==> src/rtl/alu_mul_seq.sv <==
// alu_mul_seq
// Iterative multiply sequencer that borrows the shared EX-stage ALU to
// compute the low XLEN bits of op_a * op_b by shift-and-add.
//
// Ports:
//   clk, reset          - rising-edge clock, synchronous active-high reset
//   flush               - abandons any operation in progress (highest priority)
//   start_valid/ready   - operand handshake for op_a (multiplicand), op_b (multiplier)
//   res_valid/ready     - result handshake; result = low XLEN bits of product
//   busy                - high while an operation is running or waiting in DONE
//   alu_own             - this block is driving the ALU operands this cycle
//   alu_srca/srcb/ctrl  - ALU operand and control drive (ctrl is always add)
//   alu_result          - combinational ALU output for the current cycle
//
// CNT_W must satisfy 2**CNT_W == XLEN.

module alu_mul_seq #(
   parameter int XLEN  = 32,
   parameter int CNT_W = 5
) (
   input  logic            clk,
   input  logic            reset,
   input  logic            flush,
   input  logic            start_valid,
   output logic            start_ready,
   input  logic [XLEN-1:0] op_a,
   input  logic [XLEN-1:0] op_b,
   output logic            res_valid,
   input  logic            res_ready,
   output logic [XLEN-1:0] result,
   output logic            busy,
   output logic            alu_own,
   output logic [XLEN-1:0] alu_srca,
   output logic [XLEN-1:0] alu_srcb,
   output logic [2:0]      alu_ctrl,
   input  logic [XLEN-1:0] alu_result
);

   typedef enum logic [1:0] {
      IDLE = 2'd0,
      RUN  = 2'd1,
      DONE = 2'd2
   } state_t;

   state_t            state;
   state_t            state_nxt;

   logic [XLEN-1:0]   mcand;
   logic [XLEN-1:0]   mplier;
   logic [XLEN-1:0]   acc;
   logic [CNT_W-1:0]  cnt;

   logic              load;
   logic              step;
   logic              last;

   // The iteration being executed now is the last one if no multiplier bits
   // remain above bit 0, or if the full width has been consumed.
   assign last = ((mplier >> 1) == '0) || (cnt == CNT_W'(XLEN - 1));

   always_ff @(posedge clk) begin
      if (reset) begin
         state <= IDLE;
      end else begin
         state <= state_nxt;
      end
   end

   always_comb begin
      state_nxt   = state;
      load        = 1'b0;
      step        = 1'b0;
      start_ready = 1'b0;
      res_valid   = 1'b0;
      busy        = 1'b0;
      alu_own     = 1'b0;
      alu_srca    = '0;
      alu_srcb    = '0;
      alu_ctrl    = 3'b000;
      result      = '0;

      case (state)
         IDLE: begin
            start_ready = 1'b1;
            if (start_valid) begin
               load      = 1'b1;
               state_nxt = RUN;
            end
         end
         RUN: begin
            busy     = 1'b1;
            alu_own  = 1'b1;
            alu_srca = acc;
            alu_srcb = mplier[0] ? mcand : '0;
            step     = 1'b1;
            if (last) begin
               state_nxt = DONE;
            end
         end
         DONE: begin
            busy      = 1'b1;
            res_valid = 1'b1;
            result    = acc;
            if (res_ready) begin
               state_nxt = IDLE;
            end
         end
         default: begin
            state_nxt = IDLE;
         end
      endcase

      // Flush wins over any handshake; an operand pair offered alongside it
      // is not captured and must be presented again.
      if (flush) begin
         state_nxt = IDLE;
         load      = 1'b0;
         step      = 1'b0;
      end
   end

   always_ff @(posedge clk) begin
      if (reset) begin
         acc <= '0;
         cnt <= '0;
      end else if (load) begin
         acc <= '0;
         cnt <= '0;
      end else if (step) begin
         acc <= alu_result;
         cnt <= cnt + CNT_W'(1);
      end
   end

   // Operand shift registers hold no meaning outside RUN, so they are
   // only written on load or step.
   always_ff @(posedge clk) begin
      if (load) begin
         mcand  <= op_a;
         mplier <= op_b;
      end else if (step) begin
         mcand  <= mcand << 1;
         mplier <= mplier >> 1;
      end
   end

endmodule

==> config.mk <==
export PLATFORM = sky130hd
export DESIGN_NAME = alu_mul_seq
export DESIGN_NICKNAME = d
export VERILOG_FILES = /design/src/rtl/alu_mul_seq.sv
export SDC_FILE = /design/constraint.sdc
export NUM_CORES = 1
export LEC_CHECK = 0
export CELL_PAD_IN_SITES_DETAIL_PLACEMENT = 1
export CELL_PAD_IN_SITES_GLOBAL_PLACEMENT = 1
export CORE_MARGIN = 5
export CORE_UTILIZATION = 49
export CTS_BUF_LIST = sky130_fd_sc_hd__clkbuf_4
export CTS_CLUSTER_SIZE = 25
export DETAILED_ROUTE_END_ITERATION = 12
export DONT_BUFFER_PORTS = 1
export PLACE_DENSITY = 0.78
export SLEW_MARGIN = 20
export SYNTH_ARGS = -nofsm -noshare
export SYNTH_HDL_FRONTEND = slang
export SYNTH_SLANG_ARGS = --single-unit
==> constraint.sdc <==
create_clock -name clk -period 3.7 [get_ports clk]
set_input_delay 0.185 -clock clk [delete_from_list [all_inputs] [get_ports clk]]
set_output_delay 0.185 -clock clk [all_outputs]
set_load 0.005 [all_outputs]
### Word-level counts from Yosys, hierarchy flattened

Cells that the tools add are included.

* bits in registers: 103
* bits in latches: 0
* bits in writable memories: 0
* bits in read-only memories: 0
* logic and storage cells: 40
* memories kept: 0

* add/subtract/negate cells: 1
* multiply operators: 0
* div/mod/pow operators: 0
* magnitude comparators: 0
* equality and inequality tests: 6
* shift-type cells: 0
* multiplexer cells: 20
* bitwise gates (word level): 0
* reductions and logical operators: 8

Operator list (count)
* 2-to-1 mux 32 bit: 8
* logical NOT 32 bit: 1
* 2-to-1 mux 1 bit: 8
* 2-to-1 mux 2 bit: 3
* != test 2 bit (second input constant): 3
* one-hot mux 2 bit (3 select lines): 1
* OR reduction 2 bit: 3
* adder 5 x 1 -> 5 bit (second input constant): 1
* == test 5 bit (second input constant): 1
* AND reduction 3 bit: 1
* == test 2 x 1 -> 1 bit (second input constant): 1
* == test 2 bit (second input constant): 1
* logical NOT 2 bit: 1
* nonzero test 2 bit: 1
* logical OR 1 bit: 1

### Longest topological paths before layout

Gate-level depths: netlist of run 1.

* word-level depth: 5
* mapped depth: 7
* mapped depth without buffers: 7

### Worst setup path after synthesis of run 1

OpenSTA, ideal clock, no wires.

* kind: reg-to-reg
* start point: register state[1]
* end point: register mcand[0], enable pin
* data arrival time: 2.237 ns
* path slack: 0.774 ns
* cell stages (with the launch flop): 7
* period minus slack after synthesis: 2.926 ns
* cell sequence: dfxtp_1 inv_1 ha_1 nand2b_1 buf_2 buf_1 nand2_1

* cells in the longest elaborated chain, start to end: 4
* elaborated cells between the ends (all ways): 7
* classes of those cells: eq/ne (1); mux (4); reduce/logical (2)

Ends and longest elaborated chain
* start: declaration: line 45 `state_t state;`
* start signal: assignment: line 65 `state <= state_nxt;`
* == test 2 x 1 -> 1 bit
* 2-to-1 mux 1 bit
* net alu_own: line 32 `output logic alu_own,`
* 2-to-1 mux 1 bit: line 115 `if (flush) begin`
* nonzero test 2 bit (no line)
* end signal: assignment: line 139 `mcand <= op_a;`
* end signal: assignment: line 142 `mcand <= mcand << 1;`
* end: declaration: line 48 `logic [XLEN-1:0] mcand;`

The timed path passes the listed nets, and every way through them passes these cells.
A chain may end at the register's enable or synchronous reset.

### Worst setup path after layout of run 1

* start point: register state[0]
* end point: register state[1]

* cells in the longest elaborated chain, start to end: 3
* elaborated cells between the ends (all ways): 8
* classes of those cells: eq/ne (5); mux (1); reduce/logical (2)

Ends and longest elaborated chain
* == test 2 x 1 -> 1 bit (tied with other cells): line 82 `case (state)`
* != test 2 bit (no line)
* AND reduction 3 bit (no line)

Parallel ways exist; a longest one is shown, timed or not.

==> metrics.md, run 1 <==
| Metric | Value |
|---|---|
| Number of max-cap violations | 0 |
| RSZ-0062 raised after global routing | false |
| Met2 GRT Util | 0.444 |
| Starting Density | 0.502 |
| Initial antenna violation count | 2 |
| Synth area leaders | edfxtp_1 39%, dfxtp_1 16%, mux2_2 14%, and2_1 8.2%, nand2_1 5.5% |
| Die ar. | between 10000 and 15000 um2 |
| Crit path capture type | flop |
| Die Height | 110 um |
| GR peak layer | met2 |
| Async set-or-reset flop fraction in the synthesized netlist | 0 |
| First-pass GRT wire length | ~22000 um |
| Fmax | 0.374 GHz |
| Setup Total Neg Slack | 0 ps |
| Yosys cell types | 28 |
| Slowest CP cell | ha_1 |
| Antenna viol nets, final | 0 |
| Slew @ Worst Pin | 1070 ps |
| WS Path Type | reg2reg |
| # IOs | 204 |
| Footprint of the multi-input gates | 2030 um2 |
| Worst r2r src | state[0] |
| Post-CTS setup buffers | 0 |
| WHS Path Cells | 4 |
| Fillers | between 900 and 1000 |
| Final hold vios | 0 |
| Worst hold path type | in2reg |
| Top cells by count, synth | 72 x nand2_1, 64 x and2_1, 64 x edfxtp_1 |
| Resize count post-CTS | 0 |
| Syn Inst Count | 445 |
| CP arrival | 3080 ps |
| Worst-Skew Late Latency | between 400 and 500 ps |
| Post-synth EDFFs | 64 |
| Number of global-route vias before repair | 4069 |
| Slew Limit Headroom | 0.286 |
| Synth top area share | 0.392 |
| Critical Path RT | 4100 ps |
| Fin. max-slew vios | 0 |
| Num CTS Buffers | 9 |
| Hold WS | 135 ps |
| Critical path's largest stage delay | 860 ps |
| I/O Buffers | 0 |
| Drt via density | 5.46 |
| Time the worst path needs with I/O delays and setup | 2680 ps |
| Remaining DRCs | 0 |
| Count leader, synth | nand2_1 |
| Status | complete, no violations |
| Flops & latches, synth | 103 |
| Total global routing overflow | 0 |
| # H-tree levels | 3 |
| Core Area | 9770 um2 |
| HPWL Detailed | 8790 um |
| Register area share after synthesis | 0.551 |
| Final period utilization | 0.723 |
| Final nets | 640 |
| Via count | about 3700 |
| Largest net degree at the start of global routing | 65 |
| Worst reg2reg setup slack | 1020 ps |
| Min-delay src | res_ready |
| Syn-to-layout area delta | 26.1% |
| Met3 Use GR | 0.0588 |
| Syn avg cell area | between 10 and 15 um2 |
| Final setup fails | 0 |
| Seq. cell area | roughly 2700 um2 |
| GRT Overall Usage | 0.242 |
| R2R cell count | 5 |
| Synth Flop Type | edfxtp_1 |
| Leakage | 2.31 nW |
| RR Endpoint | state[1] |
| Peak supply drop | 0.214 mV |
| # rows | 36 |
| Post-route clock skew | 13.6 ps |
| First-pass DRT Iterations | 4 |
| Hold endpoint | state[0] |
| Die X | ~110 um |
| Share of cells above drive strength 1 | 0.165 |
| Met1 usage | 0.267 |
| CP max FO | 34 |
| Initial DRC Count | between 150 and 200 |
| Post-synth top area cell | edfxtp_1 |
| Clk buf depth | 2 |
| Warnings, synthesis | 0 |
| Synth Cell Area | 4910 um2 |
| P per Cell Area | 379 nW/um2 |
| TritonCTS clock tree | done |
| CP Launch Type | flop |
| Wire per inst | between 20 and 25 um |
| CTS root buf | clkbuf_4 |
| Gpl congestion | 0.766 |
| Crit path cell chain | inv_1 -> ha_1 -> a22oi_1 -> a2111oi_2 -> dlygate4sd3_1 |
| Register clock-pin slew on the reported worst setup and hold paths | roughly 150 ps |
| Clock Sinks | a little over 100 |
| WL final | 14900 um |
## flip-flops by register name (all words and copies together) (netlist names)
register and cells:
acc 32, mcand 32, cnt 5, state 2, mplier 32
## power breakdown
part / switching (mW) / total [mW] / internal (mW)
combinational: 0.133 / 0.286 / 0.153
clock: 0.378 / 0.716 / 0.338
sequential: 0.0427 / 1.34 / 1.30
total: 0.554 / 2.35 / 1.79
## cell type report
class | count | area share
sequential | 103 | 0.437
multi-input combinational | 303 | 0.327
timing repair buffer | 110 | 0.175
tap | 133 | 0.0269
clock inverter | 7 | 0.0180
clock buffer | 9 | 0.0109
inverter | 7 | 0.00424
antenna | 2 | 0.000809
## through the flow
| step | utilization | setup slack (ps) | area, um2 | total power [mW] | std cells |
|---|---|---|---|---|---|
| after floorplan | - | 774 | 4920 | 1.51 | 447 |
| after global placement | 0.509 | 1390 | 4970 | 1.54 | 553 |
| after detailed placement | 0.509 | 1310 | 4970 | 1.56 | 553 |
| after CTS | 0.633 | 1160 | 6180 | 2.34 | 672 |
| after global routing | 0.633 | 824 | 6190 | 2.43 | 674 |
| final | 0.633 | 1020 | 6190 | 2.35 | 674 |
## worst max path at each step
stage / slack, ps / to / startpoint / cells after the start
2_1_floorplan: 770 / mcand[0] / state[1] / 6
3_3_place_gp: 1390 / mplier[21] / state[1] / 6
3_5_place_dp: 1310 / mplier[24] / state[1] / 6
4_1_cts: 1160 / state[1] / state[0] / 6
5_1_grt: 820 / state[1] / state[0] / 5
6_report: 1020 / state[1] / state[0] / 5
## layout by cell type, fill, tap and decap left out, types with 6 or more instances in the layout
cell	count
nor2_1	6
a21oi_1	35
nand2_1	71
dlygate4sd3_1	103
and2_1	64
inv_1	7
dfxtp_1	39
clkbuf_4	9
buf_4	7
nor4_1	6
mux2_2	62
and3_1	33
edfxtp_1	64
## cells by family (layout without fill, tap and decap cells)
family,count (synthesis),in the layout,synth area share
AOI/OAI and AO/OA,39,39,0.0436
other,1,5,0.000764
buffers and inverters,41,133,0.0390
DFF,103,103,0.551
adders and majority gates,5,5,0.0127
and+or+nand+nor,190,190,0.204
xor gates and xnor gates,3,3,0.00535
muxes,63,63,0.144
## routing by layer
metal / part of all wire / routed length, um / up-vias
li1: - / - / 1710
met1: 0.38 / 5630 / 1781
met2: 0.53 / 7940 / 168
met3: 0.070 / 1050 / 21
met4: 0.019 / 289 / 0
met5: 0 / 0 / -
## worst max-delay path, delay by kind of cell, from the launching register on
kind                     cells  cell delay, ps
adder cells (fa/ha/maj)      1             860
AO/OA/AOI/OAI                2             720
buffers and inverters        2             680
flip-flops                   1             370
## timing repair
item / CTS / global route
setup endpoints to repair: 0 / 0
hold endpoints to repair: 100 / 0
hold buffers: 103 / 0
No activity file was read; power rests on OpenSTA's default activity.
==> run 2: changes to the inputs <==
--- a/config.mk
+++ b/config.mk
@@ -8,12 +8,12 @@
 export CELL_PAD_IN_SITES_DETAIL_PLACEMENT = 1
 export CELL_PAD_IN_SITES_GLOBAL_PLACEMENT = 1
 export CORE_MARGIN = 5
-export CORE_UTILIZATION = 49
+export CORE_UTILIZATION = 45
 export CTS_BUF_LIST = sky130_fd_sc_hd__clkbuf_4
 export CTS_CLUSTER_SIZE = 25
 export DETAILED_ROUTE_END_ITERATION = 12
 export DONT_BUFFER_PORTS = 1
-export PLACE_DENSITY = 0.78
+export PLACE_DENSITY = 0.76
 export SLEW_MARGIN = 20
 export SYNTH_ARGS = -nofsm -noshare
 export SYNTH_HDL_FRONTEND = slang
==> constraint.sdc (replaced) <==
create_clock -name clk -period 2.2 [get_ports clk]
set_input_delay 0.11 -clock clk [delete_from_list [all_inputs] [get_ports clk]]
set_output_delay 0.11 -clock clk [all_outputs]
set_load 0.005 [all_outputs]
==> run 2 against run 1 <==
Worst hold slack worse by 87 ps. Flip-flop and latch count is the same. Clock power increased by 34%. Core utilization decreased by 5.8 points. Final area down 0.20%. Routed wire length is 3.6% lower. Final cell count up 0.74%. First-iteration DRC count fell by 8.9%. Die area up 8.1%. Power grew 58%. Clock skew is 14 ps higher. Maximum frequency grew 30%. Critical path type unchanged. Largest power group unchanged.
==> metrics.md, run 2 (synthesized netlist as in run 1, its figures left out) <==
| Metric | Value |
|---|---|
| Status | complete, no violations (unchanged) |
| Clk buf depth | 2 (unchanged) |
| Number of global-route vias before repair | 4035 (was 4069) |
| Setup ws final | 148 ps (was 1020 ps) |
| Total global routing overflow | 0 (unchanged) |
| Time the worst path needs with I/O delays and setup | 2050 ps (was 2680 ps) |
| Critical Path RT | 2560 ps (was 4100 ps) |
| Critical path's largest stage delay | 390 ps (was 860 ps) |
| First-pass GRT wire length | 22100 um (was 22000 um) |
| Core Area | 10700 um2 (was 9770 um2) |
| Inst Count DP | 565 (was 553) |
| Total power | 3.71 mW (was 2.35 mW) |
| CTS root buf | clkbuf_4 (unchanged) |
| Largest regs | acc x32, mcand x32, mplier x32 (unchanged) |
| Leakage | 2.32 nW (was 2.31 nW) |
| Post-CTS setup buffers | 0 (unchanged) |
| Via count | 3649 (was 3680) |
| Commonest non-fill, non-tap cell in the layout | dlygate4sd3_1 (unchanged) |
| Met3 Use GR | 0.0470 (was 0.0588) |
| Slew Limit Headroom | 0.451 (was 0.286) |
| CP max FO | 60 (was 34) |
| Worst r2r src | state[0] (unchanged) |
| Fillers | 1134 (was 982) |
| Setup WS pre-CTS | 258 ps (was 1310 ps) |
| Antenna viol nets, final | 0 (unchanged) |
| Setup Total Neg Slack | 0 ps (unchanged) |
| First-pass DRT Iterations | 4 (unchanged) |
| Syn-to-layout area delta | 25.8% (was 26.1%) |
| HPWL Detailed | 8660 um (was 8790 um) |
| Starting Density | 0.457 (was 0.502) |
| Ant. Diodes | 0 (was 2) |
| Worst-Skew Late Latency | 450 ps (about the same) |
| Die X | 114 um (was 110 um) |
| Final nets | 640 (unchanged) |
| Share of cells above drive strength 1 | 0.173 (was 0.165) |
| Drt via density | 5.37 (was 5.46) |
| Post-route clock skew | 27.5 ps (was 13.6 ps) |
| Num CTS Buffers | 9 (unchanged) |
| Fmax | 0.487 GHz (was 0.374 GHz) |
| Final design utilization | 0.575 (was 0.633) |
| # H-tree levels | 3 (unchanged) |
| TritonCTS clock tree | done (unchanged) |
| Gpl congestion | 0.794 (was 0.766) |
| # rows | 38 (was 36) |
| RSZ-0062 raised after global routing | false (unchanged) |
| GR peak layer | met2 (unchanged) |
| Die ar. | 13100 um2 (was 12100 um2) |
| Psw | 0.891 mW (was 0.554 mW) |
| Register clock-pin slew on the reported worst setup and hold paths | 150 ps (about the same) |
| Wire per inst | 21.2 um (was 22.1 um) |
| Number of max-cap violations | 0 (unchanged) |
| Resize count post-CTS | 0 (unchanged) |
| P per Cell Area | 601 nW/um2 (was 379 nW/um2) |
| I/O Buffers | 0 (unchanged) |
| # hold bufs at CTS | 98 (was 103) |
| Switch share | 0.240 (was 0.236) |
| Initial DRC Count | 154 (was 169) |
| CP Buf/Inv Count | 3 (was 2) |
| Met1 usage | 0.258 (was 0.267) |
| Final period utilization | 0.933 (was 0.723) |
| Finished Layout Cells | 679 (was 674) |
| Cell family with most CP delay | buffers and inverters (was adder cells) |
| WL final | 14400 um (was 14900 um) |
| Largest net degree at the start of global routing | 61 (was 65) |
| Worst hold path type | in2reg (unchanged) |
| Clock Sinks | 103 (unchanged) |
| Die Height | 114 um (was 110 um) |
| Clock network fraction of total power | 0.258 (was 0.305) |
| Gate power share | 0.135 (was 0.122) |
| WS Path Type | reg2reg (unchanged) |
| Min-delay src | flush (was res_ready) |
| Slowest CP cell | dfxtp_1 (was ha_1) |
| Met2 GRT Util | 0.390 (was 0.444) |
| GRT Overall Usage | 0.217 (was 0.242) |
| Crit path capture type | flop (unchanged) |
| Final setup fails | 0 (unchanged) |
| Slew @ Worst Pin | 823 ps (was 1070 ps) |
| Crit. Startpoint | state[0] (unchanged) |
| Commonest cells after routing, fill and taps aside | 98 x dlygate4sd3_1, 71 x nand2_1, 64 x and2_1, 64 x edfxtp_1, 62 x mux2_2 (was 103 x dlygate4sd3_1, 71 x nand2_1, 64 x and2_1, 64 x edfxtp_1, 62 x mux2_2) |
| Final hold vios | 0 (unchanged) |
| Initial antenna violation count | 0 (was 2) |
| Sequential Power Share | 0.607 (was 0.573) |
| CP Launch Type | flop (unchanged) |
| Peak supply drop | 0.334 mV (was 0.214 mV) |
| CP arrival | 2410 ps (was 3080 ps) |
| Internal power | 2.82 mW (was 1.79 mW) |
| Fin. max-slew vios | 0 (unchanged) |
| # IOs | 204 (unchanged) |
| Remaining DRCs | 0 (unchanged) |
| Crit path cell chain | inv_1 -> ha_1 -> nand3b_1 -> buf_12 -> nand2b_1 -> buf_4 -> a21oi_1 (was inv_1 -> ha_1 -> a22oi_1 -> a2111oi_2 -> dlygate4sd3_1) |
[run 2: cell types whose count changed in the layout (fill, tap and decap cells not counted)]
cell and change:
buf_12 +3, buf_4 +2, bufinv_16 -2, clkbuf_4 +2, clkinv_1 +1, clkinv_2 -1
diode_2 -2, dlygate4sd3_1 -5, nand2_2 -1, nand2_4 +1
[run 2: power groups by stage]
stage / combinational (mW) / sequential, mW / clock, mW
CTS: 0.490 / 2.25 / 0.994
finish: 0.500 / 2.25 / 0.960
detailed placement: 0.344 / 2.29 / 0
global placement: 0.326 / 2.28 / 0
global route: 0.539 / 2.27 / 1.08
floorplan: 0.273 / 2.26 / 0
[run 2: through the flow]
step                      hold WS, ps  area, um2
final                            47.5       6180
after global routing             13.5       6180
after CTS                        9.31       6180
after detailed placement          186       5060
after global placement            182       5060
after floorplan                   179       4920
[run 2: path summary, 6_finish.rpt]
kind                   to  slack (ps)  cells after the start
setup / recovery  acc[13]         150                      7
hold / removal    acc[29]          50                      4
setup reg to reg  acc[13]         150                      7
hold reg to reg    cnt[4]         470                      2
[run 2: final cells by class]
class	count	area, um2	share of cell area
inverters	7	26.3	0.00425
clock buffers	11	82.6	0.0134
clock inverters	5	50.0	0.00810
multi-input cells	303	2030	0.329
well taps	140	175	0.0284
repair buffers	110	1110	0.179
flip-flops and latches	103	2700	0.438
[run 2: layer usage]
metal  routed length [um]  up-vias
li1                     -     1712
met1                 5800     1766
met2                 7450      155
met3                  887       16
met4                  238        0
met5                    0        -
[run 2: worst reg2reg max path: stages, from the launching register on]
cell and delay, ps:
dfxtp_1 390, inv_1 80, ha_1 280, nand3b_1 250, buf_12 340, nand2b_1 140, buf_4 270, a21oi_1 230
